===== config.mk =====
export PLATFORM = sky130hd
export DESIGN_NAME = bcd_tick_counter_flat
export DESIGN_NICKNAME = d
export VERILOG_FILES = /design/src/rtl/bcd_tick_if.sv /design/src/rtl/bcd_tick_counter.sv /design/src/flat_wrapper.sv
export SDC_FILE = /design/constraint.sdc
export NUM_CORES = 1
export LEC_CHECK = 0
export ABC_CLOCK_PERIOD_IN_PS = 2100
export CAP_MARGIN = 40
export CORE_MARGIN = 2
export CORE_UTILIZATION = 40
export CTS_BUF_LIST = sky130_fd_sc_hd__clkbuf_16
export DETAILED_ROUTE_END_ITERATION = 10
export DONT_BUFFER_PORTS = 1
export PLACE_DENSITY = 0.56
export SYNTH_ARGS = -nofsm -noshare
export SYNTH_HDL_FRONTEND = slang
export SYNTH_SLANG_ARGS = --single-unit
export TNS_END_PERCENT = 30

===== constraint.sdc =====
create_clock -name clk -period 2.1 [get_ports clk]
set_input_delay 0.315 -clock clk [delete_from_list [all_inputs] [get_ports clk]]
set_output_delay 0.315 -clock clk [all_outputs]
set_load 0.01 [all_outputs]

===== src/rtl/bcd_tick_if.sv =====
// Control/display bundle between the rate-divider side and bcd_tick_counter.
// BCD_LAP_EN adds the lap input and frozen output.
interface bcd_tick_if #(
  parameter int unsigned NUM_DIGITS = 4
);
  localparam int unsigned DW = 4 * NUM_DIGITS;

  logic          tick;
  logic          start;
  logic          stop;
  logic          clear;
  logic [DW-1:0] digits;
  logic          running;
  logic          wrap;
`ifdef BCD_LAP_EN
  logic          lap;
  logic          frozen;

  modport master (output tick, start, stop, clear, lap,
                  input  digits, running, wrap, frozen);
  modport slave  (input  tick, start, stop, clear, lap,
                  output digits, running, wrap, frozen);
`else
  modport master (output tick, start, stop, clear,
                  input  digits, running, wrap);
  modport slave  (input  tick, start, stop, clear,
                  output digits, running, wrap);
`endif
endinterface


===== src/rtl/bcd_tick_counter.sv =====
// Multi-digit BCD event counter with IDLE/RUN/PAUSE control and optional wrap saturation.
// Optional lap/freeze display feature enabled by defining BCD_LAP_EN.
module bcd_tick_counter #(
  parameter int unsigned NUM_DIGITS = 4,
  parameter bit          SATURATE   = 1'b0
) (
  input  logic       clk,
  input  logic       reset,
  bcd_tick_if.slave  io
);
  localparam int unsigned DW = 4 * NUM_DIGITS;

  typedef enum logic [1:0] {S_IDLE, S_RUN, S_PAUSE} state_t;

  state_t        state_q, state_d;
  logic [DW-1:0] count_q, count_d;
  logic          wrap_q, wrap_d;
  logic          running_q, running_d;
  logic [DW-1:0] inc_val;
  logic          carry;
  logic          count_tick;
`ifdef BCD_LAP_EN
  logic [DW-1:0] lap_q, lap_d;
  logic [DW-1:0] disp_q, disp_d;
  logic          frozen_q, frozen_d;
`endif

  // Ripple-carry BCD increment; carry out of the top digit means the count was all 9s.
  always_comb begin
    carry   = 1'b1;
    inc_val = count_q;
    for (int k = 0; k < int'(NUM_DIGITS); k++) begin
      if (carry) begin
        if (count_q[4*k +: 4] == 4'd9) begin
          inc_val[4*k +: 4] = 4'd0;
        end else begin
          inc_val[4*k +: 4] = count_q[4*k +: 4] + 4'd1;
          carry             = 1'b0;
        end
      end
    end
  end

  assign count_tick = (state_q == S_RUN) && io.tick;

  always_comb begin
    state_d = state_q;
    count_d = count_q;
    wrap_d  = 1'b0;
`ifdef BCD_LAP_EN
    lap_d    = lap_q;
    frozen_d = frozen_q;
`endif
    if (io.clear) begin
      state_d = S_IDLE;
      count_d = '0;
`ifdef BCD_LAP_EN
      frozen_d = 1'b0;
`endif
    end else begin
      unique case (state_q)
        S_IDLE:  if (io.start) state_d = S_RUN;
        S_RUN:   if (io.stop)  state_d = S_PAUSE;
        S_PAUSE: if (io.start) state_d = S_RUN;
        default: state_d = S_IDLE;
      endcase
      // A saturating counter parks at all-9s and drops to PAUSE.
      if (count_tick) begin
        wrap_d = carry;
        if (SATURATE && carry) begin
          state_d = S_PAUSE;
        end else begin
          count_d = inc_val;
        end
      end
`ifdef BCD_LAP_EN
      if (io.lap && (state_q != S_IDLE)) begin
        if (!frozen_q) begin
          lap_d    = count_q;
          frozen_d = 1'b1;
        end else begin
          frozen_d = 1'b0;
        end
      end
`endif
    end
    running_d = (state_d == S_RUN);
`ifdef BCD_LAP_EN
    disp_d = frozen_d ? lap_d : count_d;
`endif
  end

  always_ff @(posedge clk or posedge reset) begin
    if (reset) begin
      state_q   <= S_IDLE;
      count_q   <= '0;
      wrap_q    <= 1'b0;
      running_q <= 1'b0;
`ifdef BCD_LAP_EN
      lap_q     <= '0;
      disp_q    <= '0;
      frozen_q  <= 1'b0;
`endif
    end else begin
      state_q   <= state_d;
      count_q   <= count_d;
      wrap_q    <= wrap_d;
      running_q <= running_d;
`ifdef BCD_LAP_EN
      lap_q     <= lap_d;
      disp_q    <= disp_d;
      frozen_q  <= frozen_d;
`endif
    end
  end

  assign io.running = running_q;
  assign io.wrap    = wrap_q;
`ifdef BCD_LAP_EN
  assign io.digits  = disp_q;
  assign io.frozen  = frozen_q;
`else
  assign io.digits  = count_q;
`endif
endmodule

===== src/flat_wrapper.sv =====
// flat-port wrapper written by rule: the top's interface ports become plain ports
module bcd_tick_counter_flat 
#(
  parameter int unsigned NUM_DIGITS = 4,
  parameter bit          SATURATE   = 1'b0
)
  (clk, reset, io_tick, io_start, io_stop, io_clear, io_digits, io_running, io_wrap);
  bcd_tick_if #(.NUM_DIGITS(NUM_DIGITS)) io_i ();
  input  logic clk;
  input  logic reset;
  input wire logic [$bits(io_i.tick)-1:0] io_tick;
  input wire logic [$bits(io_i.start)-1:0] io_start;
  input wire logic [$bits(io_i.stop)-1:0] io_stop;
  input wire logic [$bits(io_i.clear)-1:0] io_clear;
  output wire logic [$bits(io_i.digits)-1:0] io_digits;
  output wire logic [$bits(io_i.running)-1:0] io_running;
  output wire logic [$bits(io_i.wrap)-1:0] io_wrap;
  assign io_i.tick = io_tick;
  assign io_i.start = io_start;
  assign io_i.stop = io_stop;
  assign io_i.clear = io_clear;
  assign io_digits = io_i.digits;
  assign io_running = io_i.running;
  assign io_wrap = io_i.wrap;
  bcd_tick_counter #(.NUM_DIGITS(NUM_DIGITS), .SATURATE(SATURATE)) u_core (.clk(clk), .reset(reset), .io(io_i));
endmodule

==> results by group, run 1 <==
Synth
  – Most used standard cells in the synthesized netlist: 20 x dfrtp_1, 12 x a21oi_1, 10 x nor2_1, 8 x nand2_1
  – Synthesized flop and latch total: 20
  – Net Count, Synth: 119
  – Mapped Area: 1060 sq um
  – Top area cells in the synthesized netlist: dfrtp_1 47%, a21oi_1 5.6%, ha_1 4.7%
  – Top-area cell type share of the netlist area: 47.1%
  – Cell with the most instances after synthesis: dfrtp_1
  – Leading register cell type out of synthesis: dfrtp_1
  – Seq/Total Area, Yosys: 47.1%
  – Number of flops mapped to enable cells by yosys: 0
  – Fraction of registers with async set or reset after synthesis: 100%
  – Yosys warning count: 0
  – Cell type with the highest aggregate area in the netlist: dfrtp_1
  – Yosys cell types: 29
  – Post-synthesis instance total: 109
  – Mean area per synthesized cell: 9.76 sq um

Floorplanning
  – Die X: 55.6 um
  – Core Rows: 18
  – Die Height: 55.6 um
  – I/O pin count: 24
  – Floorplan die area: 3090 sq um
  – Initial cell density of the core: 42.5%
  – Core ar.: 2500 sq um

Routing
  – Wire length per cell after detailed routing: 14.8 um
  – Via Count: 784
  – DR vias/cell: 5.60
  – DR iter-0 viols: 19
  – Post-detailed-route DRC marker count: 0
  – Number of nets with antenna violations after routing: 0
  – Routed wire length: 2.07 mm
  – TritonRoute pass-1 iters: 3

Clock network
  – Number of clock sinks: 20
  – Maximum clock insertion buffer count: 2
  – Setup Buffers After CTS: 0
  – Cts bufs inserted: 3
  – Clock tree from TritonCTS: done
  – Number of H-tree levels: 1
  – Clock edge transition at the registers on the reported setup and hold paths: 50 ps
  – Latest clock arrival within the worst-skew pair: 250 ps
  – Clk root buf: clkbuf_16
  – Number of gates given a new drive strength after cts: 0
  – Number of hold buffers added after CTS: 0

Timing
  – Final setup viols: 0
  – RSZ-0062 raised after global routing: no
  – Setup slack of the critical path after layout: 246 ps
  – Worst hold slack: 84.5 ps
  – Worst-margin pin slew: 747 ps
  – Slew Limit Fails: 0
  – Final count of hold timing violations: 0
  – Period minus WS final: 1850 ps
  – Clock skew after layout: 3.69 ps
  – Fmax: 539 MHz
  – Share of the clock period used by the worst path: 88.3%
  – Slew margin rel.: 50.1%
  – Setup TNS: 0 ps

Cells and area
  – Final instance area: 1170 sq um
  – Layout cell share with drive strength beyond 1: 7.27%
  – Final core utilization: 46.7%
  – Number of diodes: 0
  – # fillers: 232
  – Layout overhead on the synthesized area: 9.76%
  – Nets@finish: 122

Power
  – Leakage power: 0.519 nW
  – Sw Pwr: 0.154 mW
  – Worst IR drop on VDD: 610 uV
  – Part of the power in the clock network: 47.7%
  – Sw frac: 19.2%
  – Areal power density over the cells: 688 nW/um^2
  – Combinational cell fraction of total power: 2.7%
  – Cell-internal power: 0.649 mW
  – Reg power frac: 49.5%

GRT
  – Total GRT Usage: 14.8%
  – Antenna violations before repair: 0
  – Overflow left after global routing: 0
  – Via count of the first global-routing pass: 764
  – Pin count of the biggest net entering global routing: 21
  – Wire length of the first global-routing pass: 3.64 mm

Placement
  – Post-DP HPWL: 1.42 mm
  – Number of port buffers: 0
  – Post-placement cell area: 1090 sq um
  – Routability cong.: 0.711
  – Pre-CTS WS: 249 ps

Run
  – Max capacitance violation total: 0

Setup path
  – R2r startpoint: u_core.io.digits[9]
  – WS Path Type: register to register
  – Largest driver fanout on the critical path: 8
  – Crit end category: register
  – Nature of the critical path startpoint: register
  – Data arrival time at the worst-slack endpoint: 2030 ps
  – Critical Path Source: u_core.io.digits[9]
  – Req. time, crit path: 2270 ps

Min path
  – Worst hold-check path type: input pin to async pin

Outcome
  – Run status: finished clean
final timing paths:
kind                                              to  slack (ps)  depth (start not counted)
worst max-delay path            u_core.io.digits[14]         250                          6
worst min-delay path             u_core.io.digits[4]          80                          1
worst max register to register  u_core.io.digits[14]         250                          6
worst min register to register     u_core.state_q[1]         590                          2
max in group asynchronous        u_core.io.digits[3]        1550                          1
min in group clk                   u_core.state_q[1]         130                          1
worst max-delay path, stage by stage, from the launching register on:
cell and delay (ps):
dfrtp_1 450, inv_1 90, ha_1 130, and3b_1 300
nand4_4 160, or4_1 490, a21oi_1 150
cells in the final DEF, fill, tap and decap left out, types with 2 or more instances in the layout:
master and n:
nor2_1 10, buf_4 2, mux2i_1 2, nand2_1 8, a21oi_1 12, dfrtp_1 20
nand4_1 2, o21ai_0 6, xor2_1 3, nor2b_1 7, ha_1 4, inv_1 4
nand3_1 5, or3_1 7, clkbuf_16 3, and3b_1 3
area by class of cell:
class                      instances  area (sq um)  share of cell area (%)
clock buffer                       3          75.1                    6.43
tap                               30          37.5                    3.22
multi-input combinational         81           524                    44.9
inverter                           4          15.0                    1.29
timing repair buffer               2          15.0                    1.29
sequential                        20           500                    42.9
layer usage:
layer	share of wire (%)	GRT usage, %
met5	0	0
met4	0.48	2.09
met3	6.2	6.79
met2	47	23.8
met1	46	18.6
cells by family (layout without fill, tap and decap cells):
logic type | Yosys count | in the layout | synth area share (%)
AOI/OAI and AO/OA | 19 | 19 | 9.41
adders and majority gates | 4 | 4 | 4.71
muxes | 2 | 2 | 1.88
xor gates and xnor gates | 4 | 4 | 3.29
DFF | 20 | 20 | 47.1
and+or+nand+nor | 52 | 52 | 30.0
buffers and inverters | 8 | 9 | 3.65
power by group through the flow:
stage               clock network (mW)  registers, mW  logic, mW
floorplan                            0          0.403     0.0226
global placement                     0          0.404     0.0226
detailed placement                   0          0.404     0.0230
CTS                              0.390          0.397     0.0231
global route                     0.410          0.399     0.0255
finish                           0.383          0.398     0.0219
registers in the layout, summed over array words and instances, names as in the netlist:
signal and flops:
u_core.io.wrap 1, u_core.io.running 1, u_core.state_q 2, u_core.io.digits 16
metrics by stage:
step / instances / power, mW
final: 140 / 0.803
after global routing: 140 / 0.834
after CTS: 140 / 0.811
after detailed placement: 137 / 0.427
after global placement: 137 / 0.427
after floorplan: 109 / 0.426
No activity file was read; power rests on OpenSTA's default activity.
==> inputs of run 2 (changes only) <==
- CORE_UTILIZATION: 40 -> 60
- PLACE_DENSITY: 0.56 -> 0.78
- SLEW_MARGIN: not set -> 20
==> results by group, run 2 (same netlist as run 1, synthesis figures left out) <==
Setup path
  – Largest driver fanout on the critical path: 8
  – Req. time, crit path: 2280 ps
  – WS Path Type: register to register
  – Data arrival time at the worst-slack endpoint: 2030 ps
  – Nature of the critical path startpoint: register
  – Reg2reg path depth: 6
  – Crit end category: register

Timing
  – Share of the clock period used by the worst path: 88.2%
  – Clock skew after layout: 3.75 ps
  – Period minus WS final: 1850 ps
  – Setup slack of the critical path after layout: 247 ps
  – Slew Limit Fails: 0
  – Final setup viols: 0
  – Slew margin rel.: 49.5%
  – Setup TNS: 0 ps
  – RSZ-0062 raised after global routing: no
  – Final count of hold timing violations: 0
  – Fmax: 540 MHz
  – Worst-margin pin slew: 757 ps

Power
  – Areal power density over the cells: 795 nW/um^2
  – Final Power: 0.933 mW
  – Worst IR drop on VDD: 437 uV
  – Leakage power: 0.528 nW

Cells and area
  – Layout cell share with drive strength beyond 1: 7.27%
  – Register area: 500 sq um
  – Most frequent cells in the layout: 20 x dfrtp_1, 12 x a21oi_1, 10 x nor2_1
  – Layout overhead on the synthesized area: 10.4%
  – Most common library cell in the layout ignoring fill and taps: dfrtp_1
  – Combined area of the multi-input logic cells: 524 sq um
  – Final instance area: 1170 sq um
  – Nets@finish: 121
  – Number of diodes: 0
  – Largest register FFs: 16
  – # fillers: 133

Clock network
  – Clk root buf: clkbuf_16
  – Number of H-tree levels: 1
  – Number of gates given a new drive strength after cts: 0
  – Clock tree from TritonCTS: done
  – Latest clock arrival within the worst-skew pair: 250 ps
  – Setup Buffers After CTS: 0
  – Cts bufs inserted: 3
  – Maximum clock insertion buffer count: 2
  – Number of clock sinks: 20
  – Number of hold buffers added after CTS: 0
  – Clock edge transition at the registers on the reported setup and hold paths: 60 ps

Routing
  – Number of nets with antenna violations after routing: 0
  – Wire length per cell after detailed routing: 15.9 um
  – DR vias/cell: 6.39
  – TritonRoute pass-1 iters: 4
  – DR iter-0 viols: 7
  – Routed wire length: 2.02 mm
  – Post-detailed-route DRC marker count: 0
  – Via Count: 811

Floorplanning
  – Core Rows: 15
  – Initial cell density of the core: 63.0%
  – I/O pin count: 24
  – Die X: 46.1 um
  – Core ar.: 1690 sq um
  – Die Height: 46.1 um
  – Floorplan die area: 2130 sq um

Placement
  – Routability cong.: 0.735
  – Number of port buffers: 0
  – Pre-CTS WS: 258 ps
  – Post-placement cell area: 1070 sq um
  – Post-DP HPWL: 1.37 mm

GRT
  – Via count of the first global-routing pass: 788
  – Wire length of the first global-routing pass: 3.28 mm
  – Pin count of the biggest net entering global routing: 21
  – Overflow left after global routing: 0
  – Total GRT Usage: 21.6%
  – Antenna violations before repair: 0

Outcome
  – Run status: finished clean

Run
  – Max capacitance violation total: 0

Min path
  – Worst hold-check path type: input pin to async pin
run 2: cell types whose count changed in the layout (fill, tap and decap cells not counted):
| cell | delta |
|---|---|
| bufinv_16 | +1 |
| buf_4 | -1 |
run 2: final cells by class:
cell class                      count  area share [%]
Multi-Input combinational cell     81            44.7
Sequential cell                    20            42.6
Clock buffer                        3            6.40
Clock inverter                      1            2.56
Tap cell                           17            1.81
Inverter                            4            1.28
Timing Repair Buffer                1           0.640
run 2: worst paths after layout:
path / start / to / slack, ps
worst max register to register: u_core.io.digits[9] / u_core.io.digits[14] / 250
worst max-delay path: u_core.io.digits[9] / u_core.io.digits[14] / 250
worst min register to register: u_core.state_q[1] / u_core.state_q[1] / 590
max in group asynchronous: reset / u_core.io.digits[8] / 1540
min in group clk: io_clear / u_core.io.digits[3] / 120
worst min-delay path: reset / u_core.io.digits[15] / 90
run 2: worst max-delay path: stages (launching register included):
cell     delay (ps)
dfrtp_1         460
inv_1            80
ha_1            130
and3b_1         300
nand4_4         170
or4_1           500
a21oi_1         150
run 2: report_power, final:
group	switching, mW	internal [mW]
clock	0.138	0.378
sequential	0.00671	0.391
combinational	0.0138	0.00666
run 2: layer usage:
| metal | global-route usage (%) | up-vias | part of all wire, % | wire [um] |
|---|---|---|---|---|
| li1 | - | 386 | - | - |
| met1 | 27.3 | 401 | 43 | 872 |
| met2 | 36.9 | 24 | 52 | 1060 |
| met3 | 2.75 | 0 | 4.4 | 89 |
| met4 | 8.57 | 0 | 0 | 0 |
| met5 | 0 | - | 0 | 0 |
run 2: through the flow:
| stage | instances | hold slack (ps) | utilization [%] |
|---|---|---|---|
| after floorplan | 109 | 279 | - |
| after global placement | 123 | 369 | 63.3 |
| after detailed placement | 123 | 379 | 63.3 |
| after CTS | 127 | 111 | 69.5 |
| after global routing | 127 | 111 | 69.5 |
| final | 127 | 86.6 | 69.5 |
==> inputs of run 3 (changes only) <==
- CAP_MARGIN: 40 -> 20
==> results of run 3 <==
Same layout as run 2: the final DEF is identical, and so are final timing and power.
